## src/rtl/interp_sequencer_if.sv

```systemverilog
// interp_sequencer_if
// Bundles every non-clock signal of the STFT interpolation sequencer.
//
// Parameter:
//   ADDR_W  bin address width
//
// Modports:
//   master : the sequencer side
//            drives busy, done, rd_en, rd_addr, xf_en,
//            out_valid, out_coeff, out_bin, out_phase
//   slave  : the environment side
//            buffers, interpolator, downstream stage and start source
//
// Signals:
//   start              one-cycle sequence start pulse
//   busy               sequencer not idle
//   done               one-cycle pulse after the final handshake
//   rd_en / rd_addr    read strobe and bin address to both buffer units
//   master_coeff       older-frame coefficient, valid the cycle after rd_en
//   slave_coeff        newer-frame coefficient, valid the cycle after rd_en
//   xf_en              interpolator enable
//   xf_quarter         (master+3*slave)>>2
//   xf_half            (master+slave)>>1
//   xf_three_quarters  (3*master+slave)>>2
//   out_valid / out_ready  output handshake
//   out_coeff / out_bin / out_phase  output payload
interface interp_sequencer_if #(
  parameter int ADDR_W = 8
);
  logic              start;
  logic              busy;
  logic              done;
  logic              rd_en;
  logic [ADDR_W-1:0] rd_addr;
  logic [27:0]       slave_coeff;
  logic [27:0]       master_coeff;
  logic              xf_en;
  logic [27:0]       xf_quarter;
  logic [27:0]       xf_half;
  logic [27:0]       xf_three_quarters;
  logic              out_valid;
  logic              out_ready;
  logic [27:0]       out_coeff;
  logic [ADDR_W-1:0] out_bin;
  logic [2:0]        out_phase;

  modport master (
    input  start, slave_coeff, master_coeff,
           xf_quarter, xf_half, xf_three_quarters, out_ready,
    output busy, done, rd_en, rd_addr, xf_en,
           out_valid, out_coeff, out_bin, out_phase
  );

  modport slave (
    output start, slave_coeff, master_coeff,
           xf_quarter, xf_half, xf_three_quarters, out_ready,
    input  busy, done, rd_en, rd_addr, xf_en,
           out_valid, out_coeff, out_bin, out_phase
  );
endinterface

```

## src/rtl/interp_sequencer.sv

```systemverilog
// interp_sequencer
// Sequences the STFT coefficient interpolation datapath.
// A start pulse walks every bin of the master and slave coefficient buffers
// once per phase. Each phase selects one interpolated frame. Frames are
// streamed oldest to newest through a valid/ready output.
//
// Parameters:
//   NUM_BINS  bins per frame, >= 2
//   ADDR_W    bin address width, 2**ADDR_W >= NUM_BINS
//
// Ports:
//   clk  system clock
//   rst  asynchronous active-high reset
//   bus  interp_sequencer_if.master
//        start/busy/done, buffer read, interpolator and output stream
//
// Optional build macro:
//   INTERP_ENDPOINTS_EN
//     When defined, a leading master_coeff phase is added, giving 5 phases.
//     When undefined, the default build has 4 phases:
//     three_quarters, half, quarter, slave.
module interp_sequencer #(
  parameter int NUM_BINS = 256,
  parameter int ADDR_W   = 8
) (
  input  logic                clk,
  input  logic                rst,
  interp_sequencer_if.master  bus
);

`ifdef INTERP_ENDPOINTS_EN
  localparam int NUM_PHASES = 5;
`else
  localparam int NUM_PHASES = 4;
`endif

  localparam logic [2:0]        LAST_PHASE = 3'(NUM_PHASES - 1);
  localparam logic [ADDR_W-1:0] LAST_BIN   = ADDR_W'(NUM_BINS - 1);

  typedef enum logic [2:0] {
    S_IDLE,
    S_READ,
    S_LATCH,
    S_OUT,
    S_DONE
  } state_t;

  state_t            state, state_next;
  logic [ADDR_W-1:0] bin;
  logic [2:0]        phase;
  logic [27:0]       coeff_sel;
  logic [27:0]       out_coeff_q;
  logic [ADDR_W-1:0] out_bin_q;
  logic [2:0]        out_phase_q;
  logic              handshake;
  logic              last_bin;
  logic              last_phase;

  assign handshake  = (state == S_OUT) && bus.out_ready;
  assign last_bin   = (bin == LAST_BIN);
  assign last_phase = (phase == LAST_PHASE);

  // NOTE: sequential state is written with non-blocking assignments only, so
  // every register samples values from before the clock edge.
  always_ff @(posedge clk or posedge rst) begin
    if (rst) begin
      state <= S_IDLE;
    end else begin
      state <= state_next;
    end
  end

  // Next-state and control outputs.
  // The control outputs are decoded from the state alone, so a reset that
  // forces IDLE also zeroes every strobe at once.
  // NOTE: every signal gets a default before the case statement. A path that
  // leaves a signal unassigned would otherwise infer a latch.
  always_comb begin
    state_next    = state;
    bus.busy      = (state != S_IDLE);
    bus.done      = 1'b0;
    bus.rd_en     = 1'b0;
    bus.rd_addr   = '0;
    bus.xf_en     = 1'b0;
    bus.out_valid = 1'b0;
    unique case (state)
      S_IDLE: begin
        if (bus.start) state_next = S_READ;
      end
      S_READ: begin
        bus.rd_en   = 1'b1;
        bus.rd_addr = bin;
        state_next  = S_LATCH;
      end
      S_LATCH: begin
        bus.xf_en  = 1'b1;
        state_next = S_OUT;
      end
      S_OUT: begin
        bus.xf_en     = 1'b1;
        bus.out_valid = 1'b1;
        if (handshake) state_next = (last_bin && last_phase) ? S_DONE : S_READ;
      end
      S_DONE: begin
        bus.done   = 1'b1;
        state_next = S_IDLE;
      end
      default: state_next = S_IDLE;
    endcase
  end

  // Phase-to-source selection. Phases run from the oldest frame to the newest.
  always_comb begin
    coeff_sel = '0;
`ifdef INTERP_ENDPOINTS_EN
    case (phase)
      3'd0:    coeff_sel = bus.master_coeff;
      3'd1:    coeff_sel = bus.xf_three_quarters;
      3'd2:    coeff_sel = bus.xf_half;
      3'd3:    coeff_sel = bus.xf_quarter;
      3'd4:    coeff_sel = bus.slave_coeff;
      default: coeff_sel = '0;
    endcase
`else
    case (phase)
      3'd0:    coeff_sel = bus.xf_three_quarters;
      3'd1:    coeff_sel = bus.xf_half;
      3'd2:    coeff_sel = bus.xf_quarter;
      3'd3:    coeff_sel = bus.slave_coeff;
      default: coeff_sel = '0;
    endcase
`endif
  end

  // Bin/phase counters and the output payload register.
  // Buffer data arrives the cycle after READ, so the payload is captured in
  // LATCH. The payload is only reloaded in LATCH, which keeps it stable for
  // the whole time it waits in OUT.
  always_ff @(posedge clk or posedge rst) begin
    if (rst) begin
      bin         <= '0;
      phase       <= '0;
      out_coeff_q <= '0;
      out_bin_q   <= '0;
      out_phase_q <= '0;
    end else begin
      case (state)
        S_IDLE: begin
          if (bus.start) begin
            bin   <= '0;
            phase <= '0;
          end
        end
        S_LATCH: begin
          out_coeff_q <= coeff_sel;
          out_bin_q   <= bin;
          out_phase_q <= phase;
        end
        S_OUT: begin
          if (handshake) begin
            if (!last_bin) begin
              bin <= bin + 1'b1;
            end else if (!last_phase) begin
              // The bin counter wraps only here, so it never addresses a bin
              // at or above NUM_BINS.
              bin   <= '0;
              phase <= phase + 1'b1;
            end
          end
        end
        default: ;
      endcase
    end
  end

  assign bus.out_coeff = out_coeff_q;
  assign bus.out_bin   = out_bin_q;
  assign bus.out_phase = out_phase_q;

endmodule

```

## src/flat_wrapper.sv

```systemverilog
// flat-port wrapper written by rule: the top's interface ports become plain ports
module interp_sequencer_flat 
#(
  parameter int NUM_BINS = 256,
  parameter int ADDR_W   = 8
)
  (clk, rst, bus_start, bus_slave_coeff, bus_master_coeff, bus_xf_quarter, bus_xf_half, bus_xf_three_quarters, bus_out_ready, bus_busy, bus_done, bus_rd_en, bus_rd_addr, bus_xf_en, bus_out_valid, bus_out_coeff, bus_out_bin, bus_out_phase);
  interp_sequencer_if #(.ADDR_W(ADDR_W)) bus_i ();
  input  logic clk;
  input  logic rst;
  input wire logic [$bits(bus_i.start)-1:0] bus_start;
  input wire logic [$bits(bus_i.slave_coeff)-1:0] bus_slave_coeff;
  input wire logic [$bits(bus_i.master_coeff)-1:0] bus_master_coeff;
  input wire logic [$bits(bus_i.xf_quarter)-1:0] bus_xf_quarter;
  input wire logic [$bits(bus_i.xf_half)-1:0] bus_xf_half;
  input wire logic [$bits(bus_i.xf_three_quarters)-1:0] bus_xf_three_quarters;
  input wire logic [$bits(bus_i.out_ready)-1:0] bus_out_ready;
  output wire logic [$bits(bus_i.busy)-1:0] bus_busy;
  output wire logic [$bits(bus_i.done)-1:0] bus_done;
  output wire logic [$bits(bus_i.rd_en)-1:0] bus_rd_en;
  output wire logic [$bits(bus_i.rd_addr)-1:0] bus_rd_addr;
  output wire logic [$bits(bus_i.xf_en)-1:0] bus_xf_en;
  output wire logic [$bits(bus_i.out_valid)-1:0] bus_out_valid;
  output wire logic [$bits(bus_i.out_coeff)-1:0] bus_out_coeff;
  output wire logic [$bits(bus_i.out_bin)-1:0] bus_out_bin;
  output wire logic [$bits(bus_i.out_phase)-1:0] bus_out_phase;
  assign bus_i.start = bus_start;
  assign bus_i.slave_coeff = bus_slave_coeff;
  assign bus_i.master_coeff = bus_master_coeff;
  assign bus_i.xf_quarter = bus_xf_quarter;
  assign bus_i.xf_half = bus_xf_half;
  assign bus_i.xf_three_quarters = bus_xf_three_quarters;
  assign bus_i.out_ready = bus_out_ready;
  assign bus_busy = bus_i.busy;
  assign bus_done = bus_i.done;
  assign bus_rd_en = bus_i.rd_en;
  assign bus_rd_addr = bus_i.rd_addr;
  assign bus_xf_en = bus_i.xf_en;
  assign bus_out_valid = bus_i.out_valid;
  assign bus_out_coeff = bus_i.out_coeff;
  assign bus_out_bin = bus_i.out_bin;
  assign bus_out_phase = bus_i.out_phase;
  interp_sequencer #(.NUM_BINS(NUM_BINS), .ADDR_W(ADDR_W)) u_core (.clk(clk), .rst(rst), .bus(bus_i));
endmodule
```

## config.mk

```make
export PLATFORM = sky130hd
export DESIGN_NAME = interp_sequencer_flat
export DESIGN_NICKNAME = d
export VERILOG_FILES = /design/src/rtl/interp_sequencer_if.sv /design/src/rtl/interp_sequencer.sv /design/src/flat_wrapper.sv
export SDC_FILE = /design/constraint.sdc
export NUM_CORES = 1
export LEC_CHECK = 0
export BUFFER_PORTS_ARGS = -buffer_cell sky130_fd_sc_hd__buf_2
export CAP_MARGIN = 0
export CORE_MARGIN = 2
export CORE_UTILIZATION = 44
export CTS_BUF_LIST = sky130_fd_sc_hd__clkbuf_2 sky130_fd_sc_hd__clkbuf_4 sky130_fd_sc_hd__clkbuf_8
export CTS_CLUSTER_DIAMETER = 150
export DETAILED_ROUTE_END_ITERATION = 6
export GPL_TIMING_DRIVEN = 1
export PLACE_DENSITY = 0.86
export SETUP_SLACK_MARGIN = 0.1
export SKIP_CTS_REPAIR_TIMING = 1
export SLEW_MARGIN = 20
export SYNTH_ARGS = -nofsm -noshare
export SYNTH_HDL_FRONTEND = slang
export SYNTH_SLANG_ARGS = --single-unit
```

## constraint.sdc

```tcl
create_clock -name clk -period 1.9 [get_ports clk]
set_input_delay 0.38 -clock clk [delete_from_list [all_inputs] [get_ports clk]]
set_output_delay 0.38 -clock clk [all_outputs]
set_load 0.005 [all_outputs]
```

== After elaboration in Yosys (flattened, before gate mapping) ==
Index checks and enable logic that the tools add are counted.
W data, S select, Z words.

* Logic and storage cells: 51
* Output and inout port bits: 52
* Bits of input ports: 144
* Bits in registers: 53

* Eq/ne operators: 13
* $add $sub $neg: 2
* Muxes and demuxes: 20
* Reduce and logical (&&, ||, !) cells: 10

{| class="wikitable"
|+ Operator list
! kind !! number
|-
| $pmux W28 S4 || 1
|-
| $mux W8 || 5
|-
| $mux W3 || 7
|-
| $pmux W8 S2 || 1
|-
| $eq A3 B2 Y1 const B || 4
|-
| $pmux W3 S4 || 1
|-
| $add A8 B1 Y8 const B || 1
|-
| $eq A8 B8 Y1 const B || 1
|-
| $eq A3 B1 Y1 const B || 2
|-
| $logic_not A3 Y1 || 2
|-
| $pmux W3 S2 || 1
|-
| $reduce_and A5 Y1 || 1
|-
| $mux W1 || 4
|-
| $ne A2 B1 Y1 const B || 2
|-
| $ne A2 B2 Y1 const B || 2
|-
| $reduce_and A4 Y1 || 1
|-
| $add A3 B1 Y3 const B || 1
|-
| $eq A3 B3 Y1 const B || 1
|-
| $ne A3 B3 Y1 const B || 1
|-
| $reduce_bool A3 Y1 || 1
|-
| $logic_and A1 B1 Y1 || 2
|-
| $reduce_and A2 Y1 || 1
|-
| $reduce_bool A2 Y1 || 1
|-
| $reduce_or A2 Y1 || 1
|}

== Depth between registers and ports, before layout ==
* Depth in word-level cells: 5
* Mapped depth: 8
* Gate-level depth less buffers: 6

== Worst setup path before layout ==
Ideal clock, no wire load.

* Path type: reg-to-reg
* Start point: register u_core.phase[2]
* End point: register u_core.out_coeff_q[8] (netlist: u_core.bus.out_coeff[8])
* Cell stages (with the launch flop): 8
* Arrival: 1597 ps
* Required time: 1779 ps
* Setup slack: 182 ps
* Buffers on the path: 2
* Setup time: 121 ps
* Clock period less this slack: 1718 ps
* Cell sequence: dfrtp_1 -> inv_1 -> ha_1 -> buf_2 -> buf_1 -> a22oi_1 -> nand2_1 -> a22o_1

* Word-level cells in the longest chain between the ends: 2
* Elaborated cells between the ends (all ways): 5
* Those cells by class: eq/ne (3); mux (1); reduce/logical (1)

{| class="wikitable"
|+ RTL lines
! item !! RTL line !! RTL
|-
| from (decl) || interp_sequencer.sv:50 || <nowiki>logic [2:0] phase;</nowiki>
|-
| from (signal assigned) || interp_sequencer.sv:167 || <nowiki>phase <= phase + 1'b1;</nowiki>
|-
| $eq A3 B2 Y1, or another cell as far along || interp_sequencer.sv:125 || <nowiki>case (phase)</nowiki>
|-
| $pmux W28 S4 (*) || interp_sequencer.sv:125 ||
|-
| to (signal assigned) || interp_sequencer.sv:155 || <nowiki>out_coeff_q <= coeff_sel;</nowiki>
|-
| to (decl) || interp_sequencer.sv:52 || <nowiki>logic [27:0] out_coeff_q;</nowiki>
|}

Mark *: on every way between the ends. The rest lies on a longest branch, timed or not.
A chain may end at the register's enable or synchronous reset.

== Final worst setup path ==
* Start point: register u_core.phase[0]
* End point: register u_core.out_coeff_q[7] (netlist: u_core.bus.out_coeff[7])

Same word-level chain as after synthesis.

==> results.json <==
{
  "status": "finished clean",
  "syn_inst": 280,
  "antenna_cells": 0,
  "drcViolationCount": 0,
  "finalNetCount": 606,
  "dp_slack_ps": 0.258,
  "detail-route-antenna-nets": 0,
  "ys.warnings.count": 0,
  "firstDrtPassIters": 4,
  "synthesis.area_um2": 3010,
  "gp_congestion": 0.876,
  "antenna_violations_before_repair": 0,
  "power_density_nw_per_um2": 1050,
  "worst_r2r_startpoint": "u_core.phase[0]",
  "starting_utilization_of_the_core_area_pct": 44.9,
  "fin_cells": 537,
  "maxSlewHeadroom_pct": 60.8,
  "totalWireLength_um": 9580,
  "ys_types": 41,
  "fp-row-count": 30,
  "worst_r2r_path_depth": 7,
  "clk_pin_slew_worst_paths_ps": 90,
  "pwr_total_w": 0.00438,
  "grt_max_degree": 29,
  "post_synth_adder_cell_area_pct": 2.49,
  "hold_slack_ps": 128,
  "rsz_0062_raised_after_global_routing": "true",
  "wire_length_of_the_first_global_routing_pass_um": 14100,
  "synth.ff_latch_count": 53,
  "die_h_um": 86.8,
  "timing.critical_path.fanout_max": 28,
  "finalCriticalPeriod_ps": 1740,
  "yosys-mux-area-fraction_pct": 2.99,
  "synth_sequential_area_ratio_pct": 44.0,
  "worstPathRequired_ps": 2100,
  "clock-skew-final_ps": 8.88,
  "finalCritPeriodShare_pct": 91.6,
  "grt_pass1_vias": 2921,
  "worstSetupEndpointType": "flip-flop",
  "sinks_on_the_clock_net": 53,
  "critical_path_class": "flip-flop to flip-flop",
  "core_area_um2": 6720,
  "final_layout_size_suffix_gt1_share_pct": 54.5,
  "dieArea_um2": 7530,
  "timing.fmax_mhz": 574,
  "yosys.area_share.simple_pct": 13.8,
  "tritoncts": "built",
  "main_combinational_cell_family_by_area_after_synthesis": "compound AO/OA/AOI/OAI gates",
  "synthXorXnorAreaFrac_pct": 0.291,
  "placed_cells_incl_taps": 522,
  "worstMarginPinSlew_ps": 587,
  "cp.arrival_ps": 1940,
  "worstSetupStartpointType": "flip-flop",
  "cts.htree.levels": 2,
  "clock_tree.root_cell": "sky130_fd_sc_hd__clkbuf_8",
  "setup_slack_ps": 159,
  "routedWlPerCell_um": 17.8,
  "avgSynthCellArea_um2": 10.8,
  "setup.reg_to_reg.worst_slack_ps": 160,
  "hold_violations": 0,
  "die_wd_um": 86.8,
  "dr_total_vias": 3042,
  "power_leakage_nw": 2.19,
  "io-pin-count": 196,
  "max-vdd-ir-drop_v": 0.000840,
  "tritoncts.num_buffers": 5,
  "clock_latency_ps": 300,
  "setup_violations": 0,
  "synthToLayoutAreaGrowth_pct": 39.0,
  "io_buffers": 167,
  "cap_viol_max_count": 0,
  "globalRoute.totalOverflow": 0,
  "post_drt_via_cell_ratio": 5.66,
  "worst_hold_path_type": "input pin to asynchronous set/reset pin",
  "drv_slew": 0,
  "synth_nets": 430,
  "global_route.usage.total_pct": 23.7,
  "place.detailed.hpwl_um": 6840,
  "drt-initial-drc-count": 149,
  "endpoint_of_the_lowest_slack_register_to_register_path": "u_core.bus.out_coeff[7]",
  "finalCoreUtilization_pct": 62.3,
  "cts_max_path_buffers": 2,
  "synth-compound-area-share_pct": 29.9
}
[placed cells by master (no fill, tap or decap), types with 2 or more instances in the layout]
master | synthesis | routed
sky130_fd_sc_hd__buf_2 | 4 | 166
sky130_fd_sc_hd__dfrtp_1 | 53 | 49
sky130_fd_sc_hd__nand2_1 | 35 | 35
sky130_fd_sc_hd__a22oi_1 | 44 | 32
sky130_fd_sc_hd__a22o_1 | 31 | 31
sky130_fd_sc_hd__a22oi_2 | 12 | 24
sky130_fd_sc_hd__buf_4 | 3 | 18
sky130_fd_sc_hd__mux2_2 | 8 | 8
sky130_fd_sc_hd__and2_1 | 9 | 8
sky130_fd_sc_hd__and3_1 | 8 | 7
sky130_fd_sc_hd__o21ai_0 | 6 | 6
sky130_fd_sc_hd__inv_1 | 6 | 5
sky130_fd_sc_hd__nor3_1 | 5 | 5
sky130_fd_sc_hd__nand3_1 | 5 | 5
sky130_fd_sc_hd__ha_1 | 6 | 5
sky130_fd_sc_hd__clkbuf_8 | 0 | 5
sky130_fd_sc_hd__nor2b_4 | 1 | 4
sky130_fd_sc_hd__dfrtp_2 | 0 | 4
sky130_fd_sc_hd__nor2_1 | 4 | 3
sky130_fd_sc_hd__buf_12 | 1 | 3
sky130_fd_sc_hd__o21ba_2 | 2 | 2
sky130_fd_sc_hd__a211o_1 | 2 | 2
sky130_fd_sc_hd__a21oi_1 | 3 | 2
sky130_fd_sc_hd__clkinv_2 | 0 | 2
[sequential cells by signal, indices dropped and copies added, names as in the netlist]
register,flops
u_core.bus.out_coeff,28
u_core.bin,8
u_core.bus.out_bin,8
u_core.phase,3
u_core.bus.out_phase,3
u_core.state,3
[routing by layer]
| layer | wire length [um] | vias up | GRT usage, % | part of all wire [%] |
|---|---|---|---|---|
| met3 | 591 | 31 | 4.10 | 6.2 |
| met5 | 0 | - | 0 | 0 |
| met4 | 294 | 0 | 7.67 | 3.1 |
| met2 | 4900 | 138 | 42.3 | 51 |
| li1 | - | 1417 | - | - |
| met1 | 3800 | 1456 | 29.0 | 40 |
[metrics by stage]
stage	cell area, um^2	TNS (ps)
floorplan	3010	0
global placement	3930	-2270
detailed placement	3930	0
CTS	4020	-530
global route	4190	0
finish	4190	0
[worst max path at each step]
stage	slack, ps	startpoint	end
floorplan	180	u_core.phase[2]	u_core.bus.out_coeff[8]
global placement	-130	u_core.phase[1]	u_core.bus.out_coeff[21]
detailed placement	0.3	u_core.phase[0]	u_core.bus.out_coeff[9]
CTS	-80	u_core.state[1]	bus_rd_addr[4]
global route	70	u_core.phase[0]	u_core.bus.out_coeff[27]
finish	160	u_core.phase[0]	u_core.bus.out_coeff[7]
[cell usage after synthesis]
master | n | area (um^2)
sky130_fd_sc_hd__dfrtp_1 | 53 | 1330
sky130_fd_sc_hd__a22oi_1 | 44 | 330
sky130_fd_sc_hd__nand2_1 | 35 | 131
sky130_fd_sc_hd__a22o_1 | 31 | 272
sky130_fd_sc_hd__a22oi_2 | 12 | 150
sky130_fd_sc_hd__and2_1 | 9 | 56.3
sky130_fd_sc_hd__buf_6 | 9 | 101
sky130_fd_sc_hd__and3_1 | 8 | 50.1
sky130_fd_sc_hd__mux2_2 | 8 | 90.1
sky130_fd_sc_hd__ha_1 | 6 | 75.1
sky130_fd_sc_hd__inv_1 | 6 | 22.5
sky130_fd_sc_hd__o21ai_0 | 6 | 30.0
sky130_fd_sc_hd__nand3_1 | 5 | 25.0
sky130_fd_sc_hd__nor3_1 | 5 | 25.0
sky130_fd_sc_hd__buf_2 | 4 | 20.0
sky130_fd_sc_hd__nor2_1 | 4 | 15.0
sky130_fd_sc_hd__a21oi_1 | 3 | 15.0
sky130_fd_sc_hd__buf_4 | 3 | 22.5
sky130_fd_sc_hd__nor2b_2 | 3 | 26.3
sky130_fd_sc_hd__a211o_1 | 2 | 17.5
sky130_fd_sc_hd__buf_1 | 2 | 7.51
sky130_fd_sc_hd__nand2b_1 | 2 | 12.5
sky130_fd_sc_hd__o21ba_2 | 2 | 20.0
sky130_fd_sc_hd__a211oi_1 | 1 | 7.51
sky130_fd_sc_hd__a221o_1 | 1 | 10.0
sky130_fd_sc_hd__a311oi_1 | 1 | 8.76
sky130_fd_sc_hd__a32o_1 | 1 | 10.0
sky130_fd_sc_hd__and3b_1 | 1 | 8.76
sky130_fd_sc_hd__and4_1 | 1 | 8.76
sky130_fd_sc_hd__buf_12 | 1 | 20.0
sky130_fd_sc_hd__clkbuf_1 | 1 | 3.75
sky130_fd_sc_hd__nand4b_1 | 1 | 8.76
sky130_fd_sc_hd__nor2_8 | 1 | 20.0
sky130_fd_sc_hd__nor2b_4 | 1 | 13.8
sky130_fd_sc_hd__nor3b_1 | 1 | 7.51
sky130_fd_sc_hd__o211ai_1 | 1 | 7.51
sky130_fd_sc_hd__o21ai_1 | 1 | 5.00
sky130_fd_sc_hd__o21ai_2 | 1 | 8.76
sky130_fd_sc_hd__o2bb2ai_1 | 1 | 8.76
sky130_fd_sc_hd__or3_1 | 1 | 6.26
sky130_fd_sc_hd__xnor2_1 | 1 | 8.76
[cell families after synthesis]
family                     after synthesis
AOI/OAI and AO/OA                      108
xor gates and xnor gates                 1
adders and majority gates                6
buffers and inverters                   26
DFF                                     53
muxes                                    8
and+or+nand+nor                         78
[cell type report]
cell class	count	area (um^2)
Clock inverter	2	10.0
Timing Repair Buffer	188	1040
Tap cell	80	100
Sequential cell	53	1330
Clock buffer	6	76.3
Inverter	6	22.5
Fill cell	573	2530
Multi-Input combinational cell	202	1610
[worst max-delay path: stages, from the launching register on]
cell and delay (ps):
sky130_fd_sc_hd__dfrtp_1 400, sky130_fd_sc_hd__buf_4 150, sky130_fd_sc_hd__ha_1 220, sky130_fd_sc_hd__ha_4 190, sky130_fd_sc_hd__buf_12 170, sky130_fd_sc_hd__a22oi_1 220
sky130_fd_sc_hd__nand2_1 80, sky130_fd_sc_hd__a22o_1 200
[power by group]
| group | total (W) | leakage (nW) | internal [W] | switching [W] |
|---|---|---|---|---|
| Sequential | 0.00185 | 0.670 | 0.00154 | 0.000304 |
| Combinational | 0.00191 | 1.47 | 0.000989 | 0.000916 |
| Clock | 0.000627 | 0.0484 | 0.000271 | 0.000357 |
Power figures use the tool's default switching activity.
